[src/rtl/four_to_one_arbiter.sv]
`default_nettype none
// ============================================================================
// Module   : four_to_one_arbiter
// Function : Round-robin 4:1 arbiter/sequencer with burst cap, driving the
//            shared mux selector and a valid/ready output handshake.
// Revision : 1.0 - initial release
// ============================================================================
module four_to_one_arbiter #(
  parameter int WIDTH    = 32,
  parameter int MAX_HOLD = 4
) (
  input  logic                  clk,
  input  logic                  rst_n,
  input  logic [3:0]            req_i,
  input  logic [3:0][WIDTH-1:0] in_data_i,
  output logic [3:0]            gnt_o,
  output logic [1:0]            sel_o,
  output logic [WIDTH-1:0]      out_data_o,
  output logic                  out_valid_o,
  input  logic                  out_ready_i,
  output logic                  busy_o
);

  typedef enum logic [0:0] {
    S_IDLE  = 1'b0,
    S_GRANT = 1'b1
  } state_t;

  localparam logic [3:0] C_LAST = 4'(MAX_HOLD - 1);

  state_t     state_q;
  logic [3:0] gnt_q;
  logic [1:0] sel_q;
  logic [1:0] ptr_q;
  logic [3:0] cnt_q;
  logic       busy_q;

  logic [1:0] w_base;
  logic [1:0] w_win;
  logic       w_found;
  logic       w_xfer;
  logic       w_release;

  // In GRANT the search base is only consumed on a release, where the new
  // pointer value sel+1 is already the one to arbitrate against.
  always_comb begin
    w_base  = (state_q == S_GRANT) ? (sel_q + 2'd1) : ptr_q;
    w_found = 1'b0;
    w_win   = w_base;
    for (int k = 0; k < 4; k++) begin
      if (!w_found && req_i[w_base + 2'(k)]) begin
        w_found = 1'b1;
        w_win   = w_base + 2'(k);
      end
    end
  end

  assign w_xfer    = (state_q == S_GRANT) && req_i[sel_q] && out_ready_i;
  assign w_release = (state_q == S_GRANT) &&
                     (!req_i[sel_q] || (w_xfer && (cnt_q == C_LAST)));

  always_ff @(posedge clk or negedge rst_n) begin
    if (!rst_n) begin
      state_q <= S_IDLE;
      gnt_q   <= 4'b0000;
      sel_q   <= 2'd0;
      ptr_q   <= 2'd0;
      cnt_q   <= 4'd0;
      busy_q  <= 1'b0;
    end else begin
      case (state_q)
        S_IDLE: begin
          if (w_found) begin
            state_q <= S_GRANT;
            gnt_q   <= 4'b0001 << w_win;
            sel_q   <= w_win;
            cnt_q   <= 4'd0;
            busy_q  <= 1'b1;
          end else begin
            gnt_q   <= 4'b0000;
          end
        end
        S_GRANT: begin
          if (w_release) begin
            ptr_q <= sel_q + 2'd1;
            if (w_found) begin
              gnt_q <= 4'b0001 << w_win;
              sel_q <= w_win;
              cnt_q <= 4'd0;
            end else begin
              state_q <= S_IDLE;
              gnt_q   <= 4'b0000;
              cnt_q   <= 4'd0;
              busy_q  <= 1'b0;
            end
          end else if (w_xfer) begin
            cnt_q <= cnt_q + 4'd1;
          end
        end
        default: begin
          state_q <= S_IDLE;
          gnt_q   <= 4'b0000;
          busy_q  <= 1'b0;
        end
      endcase
    end
  end

  assign gnt_o       = gnt_q;
  assign sel_o       = sel_q;
  assign busy_o      = busy_q;
  assign out_valid_o = (state_q == S_GRANT) && req_i[sel_q];
  assign out_data_o  = in_data_i[sel_q];

endmodule
`default_nettype wire

[config.mk]
export PLATFORM = sky130hd
export DESIGN_NAME = four_to_one_arbiter
export DESIGN_NICKNAME = d
export VERILOG_FILES = /design/src/rtl/four_to_one_arbiter.sv
export SDC_FILE = /design/constraint.sdc
export NUM_CORES = 1
export LEC_CHECK = 0
export CORE_ASPECT_RATIO = 2
export CORE_MARGIN = 2
export CORE_UTILIZATION = 26
export DETAILED_ROUTE_END_ITERATION = 8
export GPL_TIMING_DRIVEN = 0
export PLACE_DENSITY_LB_ADDON = 0.08
export SLEW_MARGIN = 30
export SYNTH_ARGS = -nofsm -noshare
export SYNTH_HDL_FRONTEND = slang
export SYNTH_SLANG_ARGS = --single-unit
[constraint.sdc]
create_clock -name clk -period 2.1 [get_ports clk]
set_clock_uncertainty 0.1 [all_clocks]
set_input_delay 0.21 -clock clk [delete_from_list [all_inputs] [get_ports clk]]
set_output_delay 0.21 -clock clk [all_outputs]
set_load 0.02 [all_outputs]
==> results of run 1 <==
==> per-stage QoR <==
step / setup TNS (ns) / total power [uW] / hold WS [ns] / instances / util, %
6_report: 0 / 3936 / 0.2693 / 371 / 58.42
5_1_grt: -0.02904 / 4148 / 0.3407 / 371 / 58.42
4_1_cts: 0 / 4032 / 0.2923 / 370 / 59.85
3_5_place_dp: -11.95 / 3610 / 0.3792 / 363 / 57.23
3_3_place_gp: -12.02 / 3596 / 0.3784 / 363 / 57.23
2_1_floorplan: 0 / 2304 / -0.1856 / 126 / -
==> worst max path at each step <==
stage                            to  cells after the start
5_1_grt        cnt_q[3]$_DFFE_PN0P_                      5
6_report       cnt_q[3]$_DFFE_PN0P_                      5
3_5_place_dp   sel_o[0]$_DFFE_PN0P_                      6
4_1_cts               out_data_o[2]                      4
2_1_floorplan  sel_o[0]$_DFFE_PN0P_                      6
3_3_place_gp   sel_o[0]$_DFFE_PN0P_                      6
==> cell usage after synthesis, types with 2 or more instances <==
master,n
nand2_1,7
nor2b_1,2
buf_2,5
a32o_1,2
a21oi_1,7
dfrtp_1,14
clkbuf_1,4
nor2_1,4
nand3_1,3
o21ai_0,2
nand2b_1,3
mux4_2,33
inv_1,6
ha_1,2
o21ai_1,5
==> area by class of cell <==
type                       instances  share of cell area (%)
buffer                             9                   3.164
tap                               63                   2.265
multi-input combinational         96                   34.16
inverter                           6                  0.6472
sequential                        14                   10.10
timing repair buffer             179                   47.39
clock buffer                       4                   2.265
==> cell usage in the layout (no fill, tap or decap), drive strengths merged, types with 3 or more instances in the layout <==
master,n
mux4,33
dlygate4sd2,4
buf,38
nand2b,3
clkdlybuf4s50,139
a21oi,7
inv,6
dfrtp,14
nand2,7
clkbuf,9
nand3,3
nor2,5
o21ai,7
==> power by group <==
part	total, uW	internal (uW)	switching (uW)
Sequential	451	366	84.3
Combinational	3120	1620	1500
Clock	366	257	110
Total	3940	2240	1700
==> flip-flops by register name, summed over array words and instances (netlist names) <==
signal and flops:
busy_o 1, cnt_q 4, gnt_o 4, ptr_q 2, sel_o 2, state_q 1
==> per-layer routing <==
metal | vias up | global-route usage [%] | share of wire, %
met4 | 0 | 6.061 | 1.8
met3 | 8 | 5.537 | 11
met5 | - | 0 | 0
met2 | 113 | 36.26 | 51
li1 | 893 | - | -
met1 | 928 | 23.83 | 37
==> kinds of logic after synthesis <==
| group | Yosys count |
|---|---|
| XOR/XNOR | 1 |
| buffers and inverters | 16 |
| AND/OR/NAND/NOR | 31 |
| adder cells (fa/ha/maj) | 2 |
| AO/OA/AOI/OAI | 27 |
| flip-flops | 14 |
| multiplexers | 35 |
==> what timing repair did <==
action                                 CTS  global route
cloned                                   0             1
endpoints found under the hold margin    0             0
pin swaps                                1             1
gates resized for setup                121            26
setup endpoints to repair               40            30
setup buffers                            4             0
==> impl_metrics.ini, run 1 <==
[sta]
finalSetupViolCount = 0
drv_slew = 0
maxSlewHeadroom_pct = 55.95
achievable-frequency_mhz = 478.8
period_minus_slack_ns = 2.089
finalHoldViolations = 0
setup_slack_ns = 0.01127
worst_slew_pin_slew_ns = 0.6588
period_share_pct = 99.46
rsz0062_at_grt = yes

[synth]
yosys.cell_types.count = 42
synth_edf_count = 0
yosys.area.top_type = mux4_2
avgSynthCellArea_um2 = 12.59
synth_warnings = 0
synthCells = 126
syn_area_um2 = 1587
synthXorXnorAreaFrac_pct = 1.025
yosys.area.top_type_share_pct = 46.85
yosys.area_share.simple_pct = 11.20
synth_top_family_by_area = multiplexers
synthTopCellsByArea = mux4_2 (47%), dfrtp_1 (22%), a21oi_1 (2.2%)
synth_nets = 263
synthFlopType = dfrtp_1
synthAdderAreaFrac_pct = 1.577
async_reset_ff_share_pct = 100.0
synth_compound_area_share_pct = 11.51
synth_seq_cells = 14
ys_seq_area_share_pct = 22.08
synth.area.mux_share_pct = 48.19

[worst_setup_path]
crit_chain = mux4_2 -> and2_4 -> a21o_4 -> or2_4 -> o31ai_2
worst-r2r-cell-count = 5
worstSetupStartpointType = flip-flop
worstSetupPathType = flip-flop to flip-flop
slowest_stage = mux4_2
crit_required_ns = 2.15
crit_family = multiplexers
r2r_slack_ns = 0.01
crit_arrival_ns = 2.14
max_stage_delay_ns = 0.58
path_buf_inv = 0
setup.worst_path.start = sel_o[0]$_DFFE_PN0P_
reg2reg_from = sel_o[0]$_DFFE_PN0P_
worst_setup_path_end_kind = flip-flop
reg2reg_to = cnt_q[3]$_DFFE_PN0P_
crit_fanout = 6

[run_status]
status = complete, no violations

[route]
wire_per_inst_um = 20.14
wirelength_um = 7473
vias = 1942
firstDrtPassIters = 4
post-route-drc-count = 0
detail-route-antenna-nets = 0
viasPerCell = 5.235
drtIter0Drc = 65

[layout]
multi_input_area_um2 = 1189
nFillCells = 537
regArea_um2 = 351.6
nets = 446
fin_area_um2 = 3480
antennaDiodeCount = 0
syn_to_final_growth_pct = 119.3
drive_above_1_share_pct = 29.22

[floorplanning]
rows = 40
io-pin-count = 175
die_x_um = 59.24
chipHeight_um = 114.5
die_area_um2 = 6781
start_util_pct = 26.64
coreArea_um2 = 5956

[global_route]
grt_overflow = 0
track_usage_pct = 20.71
grt_pass1_vias = 1905
grt_pass1_wl_um = 10570
grt_max_degree = 15
antenna_found_initial = 0

[placed_design]
gp_congestion = 0.8425
place_hpwl_um = 6127
portBuffers = 174
post_dp_cell_area_um2 = 3408
preCtsSetupSlack_ns = -0.4454

[clocking]
clkSlewWorstSetupHoldPaths_ns = 0.05
htree_levels = 1
cts_buffer_depth = 2
ctsHoldBuffers = 0
cts_root_buffer = clkbuf_16
cts_made_buffers = 3
clk_latency_ns = 0.25
cts.sinks = 14
cts_tree = done

[run]
cap_violations = 0

[power]
peakVddDrop_mv = 0.8798
power_density_nw_per_um2 = 1131
p_leak_uw = 0.001410

[worst_hold_path]
min_path_type = input port to asynchronous set/reset pin
Note: power is estimated with default switching activity, not from simulation.
==> inputs of run 2 (changes only) <==
CTS_BUF_LIST = sky130_fd_sc_hd__clkbuf_8   (was not set)
MAX_ROUTING_LAYER = met4   (was not set)
==> run 2 against run 1 <==
Effect of this change:
- the run now ends with setup timing left
- final cell count is 0.27% higher
- combinational power up 5%
- worst setup slack lost 0.019 ns
- maximum frequency fell by 0.88%
- critical endpoint is now out_data_o[31]
- die area stayed put
- design area is 1.1% higher
==> impl_metrics.ini, run 2 (synthesized netlist as in run 1, its figures left out) <==
[run_status]
status = finished with violations
violations = setup timing

[sta]
rsz0062_at_grt = yes
period_minus_slack_ns = 2.107
setup_slack_ns = -0.007278
finalHoldViolations = 0
finalSetupViolCount = 4
hold-worst-slack_ns = 0.2702
drv_slew = 0
period_share_pct = 100.3
worst_slew_pin_slew_ns = 0.6758
achievable-frequency_mhz = 474.5
maxSlewHeadroom_pct = 54.80

[global_route]
track_usage_pct = 21.08
grt_max_degree = 15
grt_pass1_vias = 1892
grt_overflow = 0
antenna_found_initial = 0
grt_pass1_wl_um = 10410

[worst_setup_path]
worst_setup_path_end_kind = output port
crit_required_ns = 1.79
setup.worst_path.start = sel_o[0]$_DFFE_PN0P_
crit_fanout = 6
crit_arrival_ns = 1.80
worstSetupStartpointType = flip-flop
worstSetupPathType = flip-flop to output port
reg2reg_from = sel_o[0]$_DFFE_PN0P_
worst-r2r-cell-count = 5

[layout]
syn_to_final_growth_pct = 121.7
drive_above_1_share_pct = 29.77
antennaDiodeCount = 0
mostFrequentLayoutCell = clkdlybuf4s50_1
nets = 447
layout_common_cells = clkdlybuf4s50_1 (139), mux4_2 (33), buf_2 (27)

[worst_hold_path]
min_path_type = input port to asynchronous set/reset pin

[placed_design]
preCtsSetupSlack_ns = -0.4454
portBuffers = 174
place_hpwl_um = 6127
gp_congestion = 0.8557

[power]
power.internal_uw = 2242
pwr-share-comb_pct = 82.9
power.share.clock_pct = 5.7
power_density_nw_per_um2 = 1121
switching_share_pct = 43.13
p_leak_uw = 0.001432
seqPwrFrac_pct = 11.3
peakVddDrop_mv = 0.6900
p_switching_uw = 1700

[route]
detail-route-antenna-nets = 0
viasPerCell = 5.250
vias = 1953
wirelength_um = 7460
firstDrtPassIters = 4
drtIter0Drc = 66
post-route-drc-count = 0
wire_per_inst_um = 20.05

[clocking]
cts.sinks = 14
cts_buffer_depth = 2
cts_root_buffer = clkbuf_8
clkSlewWorstSetupHoldPaths_ns = 0.06
cts_tree = done
cts_made_buffers = 3
clk_latency_ns = 0.25
htree_levels = 1

[run]
cap_violations = 0

[floorplanning]
die_x_um = 59.24
chipHeight_um = 114.5
die_area_um2 = 6781
rows = 40
io-pin-count = 175
coreArea_um2 = 5956
start_util_pct = 26.64
## run 2: cell types whose count changed in the layout (fill, tap and decap cells not counted), sizes merged
cell | before | now
clkdlybuf4s15 | 1 | 3
inv | 6 | 7
dlymetal6s2s | 1 | 2
clkbuf | 9 | 5
bufbuf | 0 | 1
## run 2: worst paths after layout
| kind | endpoint | slack [ns] |
|---|---|---|
| min in group clk | state_q$_DFF_PN0_ | 0.39 |
| max in group asynchronous | sel_o[0]$_DFFE_PN0P_ | 1.16 |
| min reg2reg | gnt_o[2]$_DFFE_PN0P_ | 0.39 |
| max reg2reg | cnt_q[3]$_DFFE_PN0P_ | 0.04 |
| min | gnt_o[0]$_DFFE_PN0P_ | 0.27 |
| max | out_data_o[31] | -0.007 |
## run 2: critical path, stage by stage (launching register included)
cell and delay (ns):
dfrtp_2 0.44, bufbuf_16 0.30, buf_12 0.12, mux4_2 0.50, buf_4 0.18
## run 2: power by group through the flow
stage	clock [uW]	sequential (uW)	combinational [uW]
floorplan	0	487	1820
global placement	0	442	3150
detailed placement	0	442	3170
CTS	229	446	3220
global route	242	458	3450
finish	227	446	3270
## run 2: cell type report
cell class / count / area (um2)
plain buffers: 9 / 110.1
clock buffers: 3 / 41.29
flip-flops and latches: 14 / 351.6
repair buffers: 180 / 1705
clock inverters: 1 / 3.754
multi-input cells: 96 / 1204
well taps: 63 / 78.83
inverters: 6 / 22.52
fillers: 530 / 2439
## run 2: metal layers
metal  global-route usage (%)  routed length [um]
met1                    23.91                2744
met2                    35.68                3831
met3                    5.650                 757
met4                    5.606                 127
met5                        -                   0
## run 2: what timing repair did
item                                    CTS  global route
gates resized for setup                 131            19
pin swaps                                 1             2
setup buffers                             4             0
gates cloned                              1             1
endpoints found under the setup margin   39            33
hold buffers                              0             0
## run 2: through the flow
step           instances  power [uW]  area [um2]  TNS (ns)  utilization [%]
6_report             372        3942        3517  -0.01752            59.05
2_1_floorplan        126        2304        1588         0                -
5_1_grt              372        4155        3517   -0.3728            59.05
3_3_place_gp         363        3596        3408    -12.02            57.23
4_1_cts              371        3898        3505  -0.03179            58.84
3_5_place_dp         363        3610        3408    -11.95            57.23
==> inputs of run 3 (changes only) <==
CAP_MARGIN = 25   (was not set)
==> results of run 3 <==
Same layout as run 2: the final DEF is identical, and so are final timing and power.
